`src/rtl/mux_arb_pkg.sv`:
```
// Shared constants and state type for the mux_arb_4 arbiter slice.
package mux_arb_pkg;

    localparam int N_REQ = 4;
    localparam int SEL_W = 2;

    typedef enum logic {
        IDLE = 1'b0,
        OWN  = 1'b1
    } state_t;

endpackage

```
`src/rtl/mux_4to1.sv`:
```
// Single-bit 4:1 mux used on the shared output path.
module mux_4to1
    import mux_arb_pkg::*;
(
    input  logic [N_REQ-1:0] i_data,
    input  logic [SEL_W-1:0] i_sel,
    output logic             o_data
);

    assign o_data = i_data[i_sel];

endmodule

```
`src/rtl/mux_arb_4.sv`:
```
// Round-robin arbiter that owns the shared 4:1 mux path and drives its select.
// Define MUX_ARB_HOLD_LIMIT_EN to force a handover after MAX_HOLD granted cycles.
module mux_arb_4
    import mux_arb_pkg::*;
#(
    parameter int MAX_HOLD = 8
) (
    input  logic             clk,
    input  logic             rst,
    input  logic [N_REQ-1:0] req,
    input  logic [N_REQ-1:0] data_in,
    output logic [N_REQ-1:0] gnt,
    output logic [SEL_W-1:0] sel,
    output logic             valid,
    output logic             data_out
);

    if (MAX_HOLD < 1 || MAX_HOLD > 255) begin : g_bad_max_hold
        $error("mux_arb_4: MAX_HOLD must be in 1..255");
    end

    state_t           r_state, w_state_nxt;
    logic [N_REQ-1:0] r_gnt, w_gnt_nxt;
    logic [SEL_W-1:0] r_sel, w_sel_nxt;
    logic [SEL_W-1:0] r_ptr, w_ptr_nxt;
    logic             r_valid, w_valid_nxt;
    logic [SEL_W-1:0] w_arb_ptr, w_pick_idx;
    logic             w_pick_found;
    logic             w_owner_req, w_limit_hit, w_rearb;
    logic             w_mux_bit;

    // First set bit scanning upward from ptr with wrap; MSB of the result flags a hit.
    function automatic logic [SEL_W:0] rr_pick(input logic [N_REQ-1:0] r,
                                               input logic [SEL_W-1:0] ptr);
        logic [SEL_W-1:0] idx;
        rr_pick = '0;
        for (int k = N_REQ - 1; k >= 0; k--) begin
            idx = ptr + SEL_W'(k);
            if (r[idx]) rr_pick = {1'b1, idx};
        end
    endfunction

    assign w_owner_req = req[r_sel];
    assign w_rearb     = (r_state == OWN) && (!w_owner_req || w_limit_hit);
    // A releasing or expiring owner moves the pointer past itself before the new pick.
    assign w_arb_ptr   = (r_state == OWN) ? r_sel + 1'b1 : r_ptr;
    assign {w_pick_found, w_pick_idx} = rr_pick(req, w_arb_ptr);

`ifdef MUX_ARB_HOLD_LIMIT_EN
    localparam int CNT_W = $clog2(MAX_HOLD + 1);
    logic [CNT_W-1:0] r_cnt, w_cnt_nxt;

    // r_cnt is one less than the cycles granted so far, so the limit trips at MAX_HOLD-1.
    assign w_limit_hit = w_owner_req && (r_cnt >= CNT_W'(MAX_HOLD - 1));

    always_comb begin
        w_cnt_nxt = r_cnt;
        if (r_state == IDLE || w_rearb)
            w_cnt_nxt = '0;
        else if (r_cnt != CNT_W'(MAX_HOLD))
            w_cnt_nxt = r_cnt + 1'b1;
    end

    always_ff @(posedge clk or posedge rst) begin
        if (rst) r_cnt <= '0;
        else     r_cnt <= w_cnt_nxt;
    end
`else
    assign w_limit_hit = 1'b0;
`endif

    always_ff @(posedge clk or posedge rst) begin
        // NOTE: non-blocking assignments so every register samples pre-edge values.
        if (rst) begin
            r_state <= IDLE;
            r_gnt   <= '0;
            r_sel   <= '0;
            r_ptr   <= '0;
            r_valid <= 1'b0;
        end else begin
            r_state <= w_state_nxt;
            r_gnt   <= w_gnt_nxt;
            r_sel   <= w_sel_nxt;
            r_ptr   <= w_ptr_nxt;
            r_valid <= w_valid_nxt;
        end
    end

    always_comb begin
        // NOTE: every target defaults to its held value first, so no latch is inferred.
        w_state_nxt = r_state;
        w_gnt_nxt   = r_gnt;
        w_sel_nxt   = r_sel;
        w_ptr_nxt   = r_ptr;
        w_valid_nxt = r_valid;
        case (r_state)
            IDLE: begin
                if (w_pick_found) begin
                    w_state_nxt = OWN;
                    w_gnt_nxt   = N_REQ'(1) << w_pick_idx;
                    w_sel_nxt   = w_pick_idx;
                    w_valid_nxt = 1'b1;
                end
            end
            OWN: begin
                if (w_rearb) begin
                    w_ptr_nxt = w_arb_ptr;
                    if (w_pick_found) begin
                        w_gnt_nxt = N_REQ'(1) << w_pick_idx;
                        w_sel_nxt = w_pick_idx;
                    end else begin
                        w_state_nxt = IDLE;
                        w_gnt_nxt   = '0;
                        w_valid_nxt = 1'b0;
                    end
                end
            end
        endcase
    end

    mux_4to1 u_mux (
        .i_data (data_in),
        .i_sel  (r_sel),
        .o_data (w_mux_bit)
    );

    always_comb begin
        data_out = r_valid & w_mux_bit;
    end

    assign gnt   = r_gnt;
    assign sel   = r_sel;
    assign valid = r_valid;

endmodule

```
`config.mk`:
```
export PLATFORM = sky130hd
export DESIGN_NAME = mux_arb_4
export DESIGN_NICKNAME = d
export VERILOG_FILES = /design/src/rtl/mux_arb_pkg.sv /design/src/rtl/mux_4to1.sv /design/src/rtl/mux_arb_4.sv
export SDC_FILE = /design/constraint.sdc
export NUM_CORES = 1
export LEC_CHECK = 0
export ABC_AREA = 0
export CORE_MARGIN = 3
export CORE_UTILIZATION = 48
export CTS_CLUSTER_SIZE = 16
export DETAILED_ROUTE_END_ITERATION = 10
export PLACE_DENSITY = 0.74
export SYNTH_ARGS = -nofsm -noshare
export SYNTH_HDL_FRONTEND = slang
export SYNTH_HIERARCHICAL = 1
export SYNTH_SLANG_ARGS = --single-unit
```
`constraint.sdc`:
```
create_clock -name clk -period 1.9 [get_ports clk]
set_input_delay 0.38 -clock clk [delete_from_list [all_inputs] [get_ports clk]]
set_output_delay 0.38 -clock clk [all_outputs]
set_load 0.005 [all_outputs]
```
==> results by group <==
Detailed routing
  • Iteration-0 DRC Markers: 7
  • Avg WL per Cell: 14.7 um
  • Vias per cell: 5.60
  • Drt first pass iters: 4
  • DRC Markers: 0
  • Number of routed nets with antenna violations: 0
  • Drt total wl: 1800 um
  • Via count: 683

Logic synthesis
  • Most area-hungry cell type in the Yosys netlist: dfrtp_1
  • Synth warn: 6
  • Sequential area share after synthesis: 0.329
  • Primary FF master, synth: dfrtp_1
  • Avg Cell Area, Syn: 9.99 um^2
  • Synth Register Bits: 10
  • Asr flop ratio synth: 1.00
  • Dominant cells by area after synthesis: dfrtp_1 (33%), o32ai_2 (4.3%), inv_1 (4.0%), a2bb2oi_4 (3.5%), buf_6 (3.0%)
  • EDFF count, synth: 0
  • Syn Nets: 86
  • Netlist Area Pre-Place: 759 um^2
  • Library cells used by synthesis: 42
  • Post-synth top area share: 0.329
  • Cells after synthesis: 76

Setup path
  • Crit end category: primary output
  • Worst EP required: 1520 ps
  • Critical path arrival: 1470 ps
  • R2R Path End: gnt[1]
  • R2r worst-path depth: 5
  • Flop2flop setup slack: 170 ps
  • Kind of critical path: primary input to primary output
  • Worst-path fanout max: 1
  • Crit start category: primary input
  • RR Startpoint: sel[0]

Clock network
  • CTS tree: built
  • Clock-pin slew on the worst setup and hold paths: 70 ps
  • Clock Tree Root: clkbuf_4
  • Post-CTS setup buffers: 0
  • H-tree levels: 1
  • Cts bufs inserted: 3
  • TritonCTS Sinks: 10
  • Worst-skew pair later-pin latency: 280 ps
  • CTS max path bufs: 2

Placed design
  • Number of port buffers: 17
  • Detail Placement HPWL: 1450 um
  • Post-placement cell count: 118
  • GPL Wtd Cong: 0.795
  • Post-place setup slack: -324 ps

Global routing
  • Wire length of the first global-routing pass: 3060 um
  • Overflow after GRT: 0
  • GRT Total Usage: 0.211
  • Initial antenna violation count: 0
  • Vias in the first global route: 727
  • Pin count of the biggest net entering global routing: 14

STA
  • Final WS setup: 50.7 ps
  • Final Hold Viols: 0
  • Fin. max-slew vios: 0
  • Setup Skew: 6.08 ps
  • Smallest hold slack: 371 ps
  • Endpoints failing setup: 0
  • F_max: 541 MHz
  • Worst-margin pin slew: 373 ps
  • Max-slew headroom: 0.751
  • Final Cycle Share: 0.973
  • Minimum clock period: 1850 ps
  • RSZ-0062 raised after global routing: false

Power
  • P per Cell Area: 1360 nW/um^2
  • Leak: 0.473 nW
  • Peak supply drop: 0.000951 V
  • Total power: 1.43 mW

Die
  • Initial Util: 0.549
  • Die area: 2100 um^2
  • Die W: 45.8 um
  • Number of I/O pins: 18
  • Die Ht: 45.8 um
  • Core area: 1380 um^2
  • Rows: 13

Hold path
  • HP Class: primary input to async pin

Layout
  • Nets: 118
  • Fillers: 101
  • Share of layout cells above drive strength 1: 0.262
  • Finished Layout Cells: 122
  • Layout Utilization: 0.760
  • Area growth from synthesis to layout: 38.4%
  • Antenna cells: 0

Run status
  • Status: finished clean

Job
  • Max_cap viols: 0
==> per-layer routing <==
| metal | share of wire | vias up | global-route usage | wire (um) |
|---|---|---|---|---|
| met5 | 0 | - | 0 | 0 |
| met4 | 0.041 | 0 | 0.125 | 74 |
| met3 | 0.045 | 9 | 0.0474 | 80 |
| met2 | 0.47 | 17 | 0.343 | 844 |
| met1 | 0.44 | 315 | 0.253 | 796 |
| li1 | - | 342 | - | - |
==> logic make-up (layout without fill, tap and decap cells) <==
group,Yosys count,in the layout,share of synthesized area
AND/OR/NAND/NOR,23,23,0.189
AO/OA/AOI/OAI,22,22,0.252
buffers and inverters,12,43,0.0824
flip-flops,10,10,0.329
multiplexers,6,6,0.109
XOR/XNOR,2,2,0.0231
adder cells (fa/ha/maj),1,1,0.0148
==> cell usage after synthesis (2+ instances only) <==
library cell and count:
nand2b_1 2, nand2_1 6, dfrtp_1 10, and2_1 2, o21ai_0 2, inv_1 8
o21ai_1 4, buf_6 2, o2bb2ai_1 2, nor2_1 2, o32ai_2 2, a21oi_1 2
mux2i_1 2, buf_2 2
==> power by group <==
part           total [mW]  leakage, nW  switching, mW  internal [mW]
clock               0.197       0.0210         0.0800          0.117
combinational       0.867        0.331          0.383          0.484
sequential          0.362        0.121         0.0685          0.293
total                1.43        0.473          0.531          0.894
==> cell type report <==
class                   count  area, um^2  share of cell area
well taps                  15        18.8              0.0179
repair buffers             31         269               0.256
multi-input cells          54         447               0.425
flip-flops and latches     10         250               0.238
inverters                   8        30.0              0.0286
clock buffers               4        36.3              0.0345
==> cells in the final DEF (no fill, tap or decap), types with 3 or more instances in the layout <==
cell type and instances:
o21ai_1 4, inv_1 8, dfrtp_1 10, buf_4 14, clkdlybuf4s50_1 15, nand2_1 6
clkbuf_4 3
==> through the flow <==
stage                     setup TNS, ps  instance area, um^2
final                                 0                 1050
after global placement             -370                 1020
after floorplan                       0                  759
after detailed placement           -504                 1020
after global routing                  0                 1050
after CTS                             0                 1050
==> worst max path at each step <==
stage | cells past startpoint | start | endpoint
after global routing | 4 | data_in[0] | data_out
after CTS | 4 | data_in[0] | data_out
final | 4 | data_in[2] | data_out
after floorplan | 5 | sel[1] | gnt[0]
after global placement | 4 | data_in[3] | data_out
after detailed placement | 4 | data_in[3] | data_out
==> state kept, by name, summed over array words and instances (netlist names) <==
| register | count |
|---|---|
| valid | 1 |
| sel | 2 |
| gnt | 4 |
| r_ptr | 2 |
| r_state | 1 |
==> what timing repair did <==
action | in CTS | in global routing
setup endpoints to repair | 1 | 0
gates resized for setup | 5 | 0
hold endpoints to repair | 0 | 0
hold buffers | 0 | 0
==> worst max-delay path, cell delays in order <==
cell	delay, ps
clkdlybuf4s50_1	390
mux4_2	440
and2_1	140
buf_2	120
Note: power is estimated with default switching activity, not from simulation.
